**src/rtl/bridge_axi4lite_ccx.sv**
```systemverilog
// AXI4-Lite subordinate that replays one AXI read or write at a time as a single CCX memory request.
// Optional REQ-phase grant timeout is enabled with `define BRIDGE_AXI_CCX_TIMEOUT_EN.
module bridge_axi4lite_ccx #(
  parameter int AW      = 39,
  parameter int DW      = 64,
  parameter int TIMEOUT = 255
) (
  input  logic            axi_aclk,
  input  logic            axi_areset,
  input  logic            axi_awvalid,
  output logic            axi_awready,
  input  logic [AW-1:0]   axi_awaddr,
  input  logic [2:0]      axi_awprot,
  input  logic            axi_wvalid,
  output logic            axi_wready,
  input  logic [DW-1:0]   axi_wdata,
  input  logic [DW/8-1:0] axi_wstrb,
  output logic            axi_bvalid,
  input  logic            axi_bready,
  output logic [1:0]      axi_bresp,
  input  logic            axi_arvalid,
  output logic            axi_arready,
  input  logic [AW-1:0]   axi_araddr,
  input  logic [2:0]      axi_arprot,
  output logic            axi_rvalid,
  input  logic            axi_rready,
  output logic [DW-1:0]   axi_rdata,
  output logic [1:0]      axi_rresp,
  output logic            ccx_req,
  output logic            ccx_rtype,
  output logic [AW-1:0]   ccx_addr,
  output logic            ccx_wen,
  output logic [DW/8-1:0] ccx_strb,
  output logic [DW-1:0]   ccx_wdata,
  input  logic            ccx_gnt,
  input  logic            ccx_err,
  input  logic [DW-1:0]   ccx_rdata
);

  localparam int SW = DW / 8;

  if (TIMEOUT < 1 || TIMEOUT > 255) begin : g_timeout_range_check
    $error("TIMEOUT must lie in 1..255");
  end

  typedef enum logic [1:0] {IDLE, REQ, RESP} state_e;

  state_e          state_q, state_d;
  logic            aw_held_q, aw_held_d;
  logic            w_held_q, w_held_d;
  logic            last_rd_q, last_rd_d;
  logic            is_rd_q, is_rd_d;
  logic [AW-1:0]   addr_q, addr_d;
  logic [2:0]      prot_q, prot_d;
  logic [SW-1:0]   strb_q, strb_d;
  logic [DW-1:0]   wdata_q, wdata_d;
  logic [DW-1:0]   rdata_q, rdata_d;
  logic [1:0]      resp_q, resp_d;
`ifdef BRIDGE_AXI_CCX_TIMEOUT_EN
  localparam logic [7:0] TimeoutLast = 8'(TIMEOUT - 1);
  logic [7:0]      cnt_q, cnt_d;
`endif

  logic idle, rd_sel, ar_hs, aw_hs, w_hs;

  // A half-captured write blocks reads; otherwise a collision goes to the side not served last.
  assign idle   = (state_q == IDLE);
  assign rd_sel = axi_arvalid & ~aw_held_q & ~w_held_q &
                  (~(axi_awvalid | axi_wvalid) | ~last_rd_q);

  assign axi_awready = idle & ~aw_held_q & ~rd_sel & ~axi_areset;
  assign axi_wready  = idle & ~w_held_q  & ~rd_sel & ~axi_areset;
  assign axi_arready = idle & ~aw_held_q & ~w_held_q & rd_sel & ~axi_areset;

  assign ar_hs = axi_arvalid & axi_arready;
  assign aw_hs = axi_awvalid & axi_awready;
  assign w_hs  = axi_wvalid  & axi_wready;

  assign ccx_req   = (state_q == REQ);
  assign ccx_rtype = ~prot_q[2];
  assign ccx_addr  = addr_q;
  assign ccx_wen   = ~is_rd_q;
  assign ccx_strb  = is_rd_q ? '0 : strb_q;
  assign ccx_wdata = wdata_q;

  assign axi_rvalid = (state_q == RESP) & is_rd_q;
  assign axi_bvalid = (state_q == RESP) & ~is_rd_q;
  assign axi_rdata  = rdata_q;
  assign axi_rresp  = resp_q;
  assign axi_bresp  = resp_q;

  always_comb begin
    state_d   = state_q;
    aw_held_d = aw_held_q;
    w_held_d  = w_held_q;
    last_rd_d = last_rd_q;
    is_rd_d   = is_rd_q;
    addr_d    = addr_q;
    prot_d    = prot_q;
    strb_d    = strb_q;
    wdata_d   = wdata_q;
    rdata_d   = rdata_q;
    resp_d    = resp_q;
`ifdef BRIDGE_AXI_CCX_TIMEOUT_EN
    cnt_d     = cnt_q;
`endif
    unique case (state_q)
      IDLE: begin
`ifdef BRIDGE_AXI_CCX_TIMEOUT_EN
        cnt_d = '0;
`endif
        if (ar_hs) begin
          addr_d    = axi_araddr;
          prot_d    = axi_arprot;
          is_rd_d   = 1'b1;
          last_rd_d = 1'b1;
          state_d   = REQ;
        end else begin
          if (aw_hs) begin
            addr_d    = axi_awaddr;
            prot_d    = axi_awprot;
            aw_held_d = 1'b1;
            last_rd_d = 1'b0;
          end
          if (w_hs) begin
            wdata_d  = axi_wdata;
            strb_d   = axi_wstrb;
            w_held_d = 1'b1;
          end
          // Launch as soon as both halves are in, even when the last arrives this cycle.
          if ((aw_held_q | aw_hs) & (w_held_q | w_hs)) begin
            aw_held_d = 1'b0;
            w_held_d  = 1'b0;
            is_rd_d   = 1'b0;
            state_d   = REQ;
          end
        end
      end
      REQ: begin
        if (ccx_gnt) begin
          resp_d  = ccx_err ? 2'b10 : 2'b00;
          if (is_rd_q) rdata_d = ccx_rdata;
          state_d = RESP;
        end
`ifdef BRIDGE_AXI_CCX_TIMEOUT_EN
        else if (cnt_q == TimeoutLast) begin
          resp_d  = 2'b10;
          if (is_rd_q) rdata_d = '0;
          state_d = RESP;
        end else begin
          cnt_d = cnt_q + 8'd1;
        end
`endif
      end
      RESP: begin
        if (is_rd_q ? axi_rready : axi_bready) state_d = IDLE;
      end
      default: state_d = IDLE;
    endcase
  end

  always_ff @(posedge axi_aclk or posedge axi_areset) begin
    if (axi_areset) begin
      state_q   <= IDLE;
      aw_held_q <= 1'b0;
      w_held_q  <= 1'b0;
      last_rd_q <= 1'b0;
      is_rd_q   <= 1'b1;
      addr_q    <= '0;
      prot_q    <= '0;
      strb_q    <= '0;
      wdata_q   <= '0;
      rdata_q   <= '0;
      resp_q    <= 2'b00;
`ifdef BRIDGE_AXI_CCX_TIMEOUT_EN
      cnt_q     <= '0;
`endif
    end else begin
      state_q   <= state_d;
      aw_held_q <= aw_held_d;
      w_held_q  <= w_held_d;
      last_rd_q <= last_rd_d;
      is_rd_q   <= is_rd_d;
      addr_q    <= addr_d;
      prot_q    <= prot_d;
      strb_q    <= strb_d;
      wdata_q   <= wdata_d;
      rdata_q   <= rdata_d;
      resp_q    <= resp_d;
`ifdef BRIDGE_AXI_CCX_TIMEOUT_EN
      cnt_q     <= cnt_d;
`endif
    end
  end

endmodule

```
**config.mk**
```make
export PLATFORM = sky130hd
export DESIGN_NAME = bridge_axi4lite_ccx
export DESIGN_NICKNAME = d
export VERILOG_FILES = /design/src/rtl/bridge_axi4lite_ccx.sv
export SDC_FILE = /design/constraint.sdc
export NUM_CORES = 1
export LEC_CHECK = 0
export CAP_MARGIN = 25
export CORE_AREA = 2 2 163 165
export CTS_CLUSTER_SIZE = 16
export DETAILED_ROUTE_END_ITERATION = 8
export DIE_AREA = 0 0 165 167
export PLACE_DENSITY = 0.65
export SKIP_CTS_REPAIR_TIMING = 1
export SKIP_LAST_GASP = 1
export SYNTH_ARGS = -nofsm -noshare
export SYNTH_HDL_FRONTEND = slang
export SYNTH_SLANG_ARGS = --single-unit
export TNS_END_PERCENT = 50
```
**constraint.sdc**
```tcl
create_clock -name axi_aclk -period 8.55 [get_ports axi_aclk]
set_input_delay 1.71 -clock axi_aclk [delete_from_list [all_inputs] [get_ports axi_aclk]]
set_output_delay 1.71 -clock axi_aclk [all_outputs]
set_load 0.005 [all_outputs]
```
==> results of run 1 <==
-- sequential cells by signal, indices dropped and copies added, names as in the netlist --
name,cells
aw_held_q,1
strb_q,8
axi_rdata,64
is_rd_q,1
axi_bresp,1
prot_q,1
ccx_wdata,64
ccx_addr,39
state_q,2
last_rd_q,1
w_held_q,1
-- critical path: cells and delay by family --
kind,cells,cell delay (ns)
buffers and inverters,3,1.33
and+or+nand+nor,2,1.21
-- final timing paths --
path,startpoint,cells after the start,to,slack (ns)
worst max-delay path,axi_areset,5,axi_arready,2.57
worst min-delay path,axi_rdata[57]$_DFFE_PP0P_,1,axi_rdata[57]$_DFFE_PP0P_,0.49
worst max register to register,state_q[0]$_DFFE_PP0P_,4,ccx_addr[33]$_DFFE_PP0P_,5.82
worst min register to register,axi_rdata[57]$_DFFE_PP0P_,1,axi_rdata[57]$_DFFE_PP0P_,0.49
max in group asynchronous,axi_areset,3,ccx_wdata[12]$_DFFE_PP0P_,5.25
min in group asynchronous,axi_areset,2,ccx_addr[11]$_DFFE_PP0P_,1.91
-- cell families (layout without fill, tap and decap cells) --
group,Yosys count,count (layout),synth area share
AOI/OAI and AO/OA,11,11,0.009710
buffers and inverters,31,450,0.03743
DFF,183,183,0.5734
muxes,218,218,0.3538
other,1,2,0.0004694
and+or+nand+nor,29,29,0.02521
-- routing by layer --
layer  GRT usage  vias to the layer above  routed length [um]  share of wire
met5           0                        -                   0              0
met4     0.03516                        0                 244          0.011
met3     0.06052                       13                2085          0.097
met1      0.1855                     2633                8581           0.40
met2      0.2687                      236               10570           0.49
li1            -                     2479                   -              -
-- placed cells by master, fill, tap and decap left out, types with 3 or more instances in the layout --
cell,netlist,final
a21oi_1,3,3
clkbuf_16,0,17
clkdlybuf4s50_1,0,409
dfrtp_1,182,182
inv_6,0,3
inv_8,0,5
mux2_1,71,71
mux2_2,44,44
mux2_4,100,100
mux2i_1,3,3
nand2_1,5,5
nor2b_1,9,9
nor3_1,3,3
-- stage by stage --
step | util | std cells | power [W] | setup slack (ns)
after floorplan | - | 474 | 0.002284 | 0.9158
after global placement | 0.4758 | 1193 | 0.003387 | 2.540
after detailed placement | 0.4769 | 1194 | 0.003421 | 2.484
after CTS | 0.5011 | 1226 | 0.004288 | 2.482
after global routing | 0.5029 | 1228 | 0.004492 | 2.391
final | 0.5029 | 1228 | 0.004225 | 2.572
-- area by class of cell --
class,count,share of cell area
repair buffers,414,0.3229
flip-flops and latches,183,0.3535
inverters,4,0.001738
well taps,335,0.03235
clock buffers,19,0.03418
clock inverters,13,0.01400
multi-input cells,260,0.2413
-- where the power goes --
part / total, W / switching, W / internal (W)
Sequential: 0.00155 / 0.000249 / 0.00130
Combinational: 0.00184 / 0.000531 / 0.00131
Clock: 0.000838 / 0.000381 / 0.000457
Total: 0.00423 / 0.00116 / 0.00306
==> results.md, run 1 <==
- Nets: 1109
- Drt drc: 0
- Max Freq: 167.3 MHz
- Yosys cell types: 35
- Mean post-synth cell area: 16.89 um2
- Number of port buffers: 409
- Slowest cell on the critical path: nand3b_4
- Via count: 5361
- Most frequent cell after synthesis: dfrtp_1
- FF+latch area: 4581 um2
- Most frequent CP cell: clkdlybuf4s50_1
- Drt total wl: 21480 um
- Starting DRT DRC Count: 233
- Hold crit path type: reg2reg
- Core Area: 25760 um2
- ANT cells: 0
- Fin Hold WS: 0.4906 ns
- PwrDens: 326.1 nW/um2
- Worst-path cell chain: clkdlybuf4s50_1 -> nor4_2 -> nand3b_4 -> inv_2 -> clkdlybuf4s50_1
- Largest net degree at the start of global routing: 117
- Die height: 167 um
- Relative slew margins: 0.4118
- CTS sink count: 183
- Top cells by area, synth: dfrtp_1 (57%), mux2_4 (19%), mux2_1 (10%)
- Yosys warns: 0
- Fill count: 2304
- Max-Cap Viols: 0
- CP arrival: 4.27 ns
- Status: complete, no violations
- Highest ir drop seen on vdd: 0.1655 mV
- RSZ-0062 raised after global routing: false
- Final ANT Viol Nets: 0
- Largest area contributor in the netlist: dfrtp_1
- Setup TNS: 0 ns
- Post-DP Area: 12290 um2
- Vias in the first global route: 5762
- Commonest cells in the netlist: dfrtp_1 (182), mux2_4 (100), mux2_1 (71), mux2_2 (44), buf_2 (10)
- Multi-input gate area: 3127 um2
- Seq/Total Area, Yosys: 0.5734
- GRT Resource Usage Total: 0.1570
- Setup Crit Path Kind: in2out
- TritonCTS clock tree: built
- Final instance area: 12960 um2
- Worst endpoint required time: 6.84 ns
- TritonRoute pass-1 iters: 4
- Global-route wire length before repair: 33030 um
- # rows: 59
- Total grt overflow: 0
- Root Driver: clkbuf_16
- IO Pins: 416
- EDFF count, synth: 0
- CP max stage delay: 0.71 ns
- Ys flop type: dfrtp_1
- Clock tree buffer depth: 2
- Area grow syn2layout: 62.19%
- Clock skew: 0.01279 ns
- Pleak: 5.761 nW
- Least-Margin Pin Slew: 0.8823 ns
- Share of layout cells above drive strength 1: 0.2150
- Die area: 27560 um2
- Asr flop ratio synth: 1.000
- Final Wtd Congestion: 0.7386
- Final HPWL DP: 15850 um
- Slew Limit Fails: 0
- Clk_lat worst skew: 0.42 ns
- Final Setup Violations: 0
- Critical path launch point type: input pin
- Tmin final: 5.978 ns
- Reg clk slew, reported paths: 0.07 ns
- Hold Fails Final Rpt: 0
- Flops & latches, synth: 183
- Total CTS buffers: 17
- Die X: 165 um
- Routed WL per cell: 17.49 um
- Post-synth top area share: 0.5701
- CTS H-tree depth: 4
- Worst setup EP type: output pin
- Number of vias per cell: 4.366
- Antenna violations before repair: 0
- Synth Cell Area: 7989 um2
- Gate Count Post-Synth: 473
- Max FO, Critical Path: 43
- Starting Density: 0.3101
- Share of the clock period used by the worst path: 0.6992
Power figures use the tool's default switching activity.
==> inputs of run 2 (changes only) <==
==> constraint.sdc (replaced) <==
create_clock -name axi_aclk -period 6.1 [get_ports axi_aclk]
set_input_delay 1.22 -clock axi_aclk [delete_from_list [all_inputs] [get_ports axi_aclk]]
set_output_delay 1.22 -clock axi_aclk [all_outputs]
set_load 0.005 [all_outputs]
==> run 2 against run 1 <==
Against the previous run:
- worst hold slack hardly changed
- core utilization is 0.078 points lower
- non-clock buffer count is 1 higher
- sequential share of layout area is 0.055 points higher
- wire length is 0.25% lower
- die area stayed put
- first-iteration DRC count is 1.3% lower
- sequential power is 41% higher
- clock skew is 0.0025 ns higher
- register-to-register slack worse by 2.4 ns
- critical endpoint unchanged
- highest routed layer unchanged
==> results.md, run 2 (synthesis results as in run 1) <==
- ANT cells: 0
- Least-Margin Pin Slew: 1.032 ns
- Reg2Reg Setup Slack: 3.47 ns
- RSZ-0062 raised after global routing: false
- Most frequent cells in the layout: clkdlybuf4s50_1 (409), dfrtp_1 (182), mux2_4 (100)
- Drt drc: 0
- PwrDens: 453.7 nW/um2
- Die area: 27560 um2
- Number of port buffers: 409
- TritonRoute pass-1 iters: 4
- Max Freq: 238.0 MHz
- CTS sink count: 183
- Slowest cell on the critical path: clkdlybuf4s50_1
- CP max stage delay: 0.55 ns
- Reg2reg end: ccx_wdata[6]$_DFFE_PP0P_
- Max FO, Critical Path: 3
- Status: complete, no violations
- Starting Density: 0.3101
- Core Area: 25760 um2
- CP startpoint: axi_areset
- Routed WL per cell: 17.43 um
- Setup TNS: 0 ns
- # rows: 59
- Clock skew: 0.01529 ns
- Fin util: 0.5022
- Largest net degree at the start of global routing: 184
- Share of the clock period used by the worst path: 0.6887
- Vias in the first global route: 5742
- Slack of the critical path: 1.899 ns
- Hold Fails Final Rpt: 0
- Number of vias per cell: 4.418
- Antenna violations before repair: 0
- Drt total wl: 21420 um
- Critical Path Sink: axi_arready
- Highest ir drop seen on vdd: 0.2122 mV
- Worst r2r src: aw_held_q$_DFFE_PP0P_
- Most frequent CP cell: clkdlybuf4s50_1
- Share of layout cells above drive strength 1: 0.2170
- Hold crit path type: reg2reg
- CP arrival: 2.98 ns
- Critical path's top delay family: buffers and inverters
- Setup WS pre-CTS: 1.858 ns
- Die height: 167 um
- Pleak: 5.747 nW
- Final Setup Violations: 0
- Most common cell after layout, fill and taps aside: clkdlybuf4s50_1
- Critical path launch point type: input pin
- IO Pins: 416
- TritonCTS clock tree: built
- Total grt overflow: 0
- Clock tree buffer depth: 2
- Area grow syn2layout: 61.94%
- Via count: 5430
- Total CTS buffers: 17
- Worst-path cell chain: clkdlybuf4s50_1 -> nor4_2 -> nand3b_4 -> inv_2 -> clkdlybuf4s50_1
- Starting DRT DRC Count: 230
- Nets: 1110
- Crit. path cell count: 5
- Worst setup EP type: output pin
- Fill count: 2263
- Relative slew margins: 0.3120
- Clk_lat worst skew: 0.43 ns
- Slew Limit Fails: 0
- Final Wtd Congestion: 0.7290
- Max-Cap Viols: 0
- Final HPWL DP: 15810 um
- Final ANT Viol Nets: 0
- Global-route wire length before repair: 32670 um
- Reg2reg path depth: 5
- CTS H-tree depth: 4
- Tmin final: 4.201 ns
- Reg clk slew, reported paths: 0.07 ns
- GRT Resource Usage Total: 0.1561
- FF+latch area: 4581 um2
- Multi-input gate area: 3127 um2
- Worst endpoint required time: 4.88 ns
- Root Driver: clkbuf_16
- Buf/Inv on CP: 3
- Setup Crit Path Kind: in2out
- Die X: 165 um
run 2: cell type report:
| cell class | instances | area share |
|---|---|---|
| well taps | 335 | 0.03240 |
| inverters | 4 | 0.001451 |
| multi-input cells | 260 | 0.2417 |
| clock inverters | 13 | 0.01199 |
| clock buffers | 19 | 0.03501 |
| flip-flops and latches | 183 | 0.3541 |
| repair buffers | 415 | 0.3234 |
run 2: per-layer routing:
layer,global-route usage,vias to the layer above,part of all wire
li1,-,2490,-
met1,0.1825,2672,0.39
met2,0.2632,236,0.50
met3,0.05654,32,0.089
met4,0.05369,0,0.024
met5,0,-,0
run 2: per-stage QoR:
stage / power (W) / hold slack [ns] / cell area, um2 / cells
6_report: 0.005869 / 0.4909 / 12940 / 1229
5_1_grt: 0.006243 / 0.5004 / 12940 / 1229
4_1_cts: 0.005961 / 0.4963 / 12890 / 1227
3_5_place_dp: 0.004789 / 0.4801 / 12280 / 1195
3_3_place_gp: 0.004748 / 0.4722 / 12280 / 1195
2_1_floorplan: 0.003202 / 0.4562 / 7996 / 474
run 2: power breakdown:
group | leakage, nW | total [W] | internal, W | switching (W)
combinational | 3.24 | 0.00256 | 0.00183 | 0.000735
clock | 0.298 | 0.00113 | 0.000606 | 0.000525
sequential | 2.21 | 0.00218 | 0.00182 | 0.000353
run 2: worst min path at each step:
stage	startpoint	to	slack (ns)	depth (start not counted)
global route	axi_rdata[57]$_DFFE_PP0P_	axi_rdata[57]$_DFFE_PP0P_	0.50	1
detailed placement	ccx_wdata[63]$_DFFE_PP0P_	ccx_wdata[63]$_DFFE_PP0P_	0.48	1
finish	axi_rdata[3]$_DFFE_PP0P_	axi_rdata[3]$_DFFE_PP0P_	0.49	1
CTS	axi_rdata[8]$_DFFE_PP0P_	axi_rdata[8]$_DFFE_PP0P_	0.50	1
global placement	strb_q[7]$_DFFE_PP0P_	strb_q[7]$_DFFE_PP0P_	0.47	1
floorplan	strb_q[7]$_DFFE_PP0P_	strb_q[7]$_DFFE_PP0P_	0.46	1
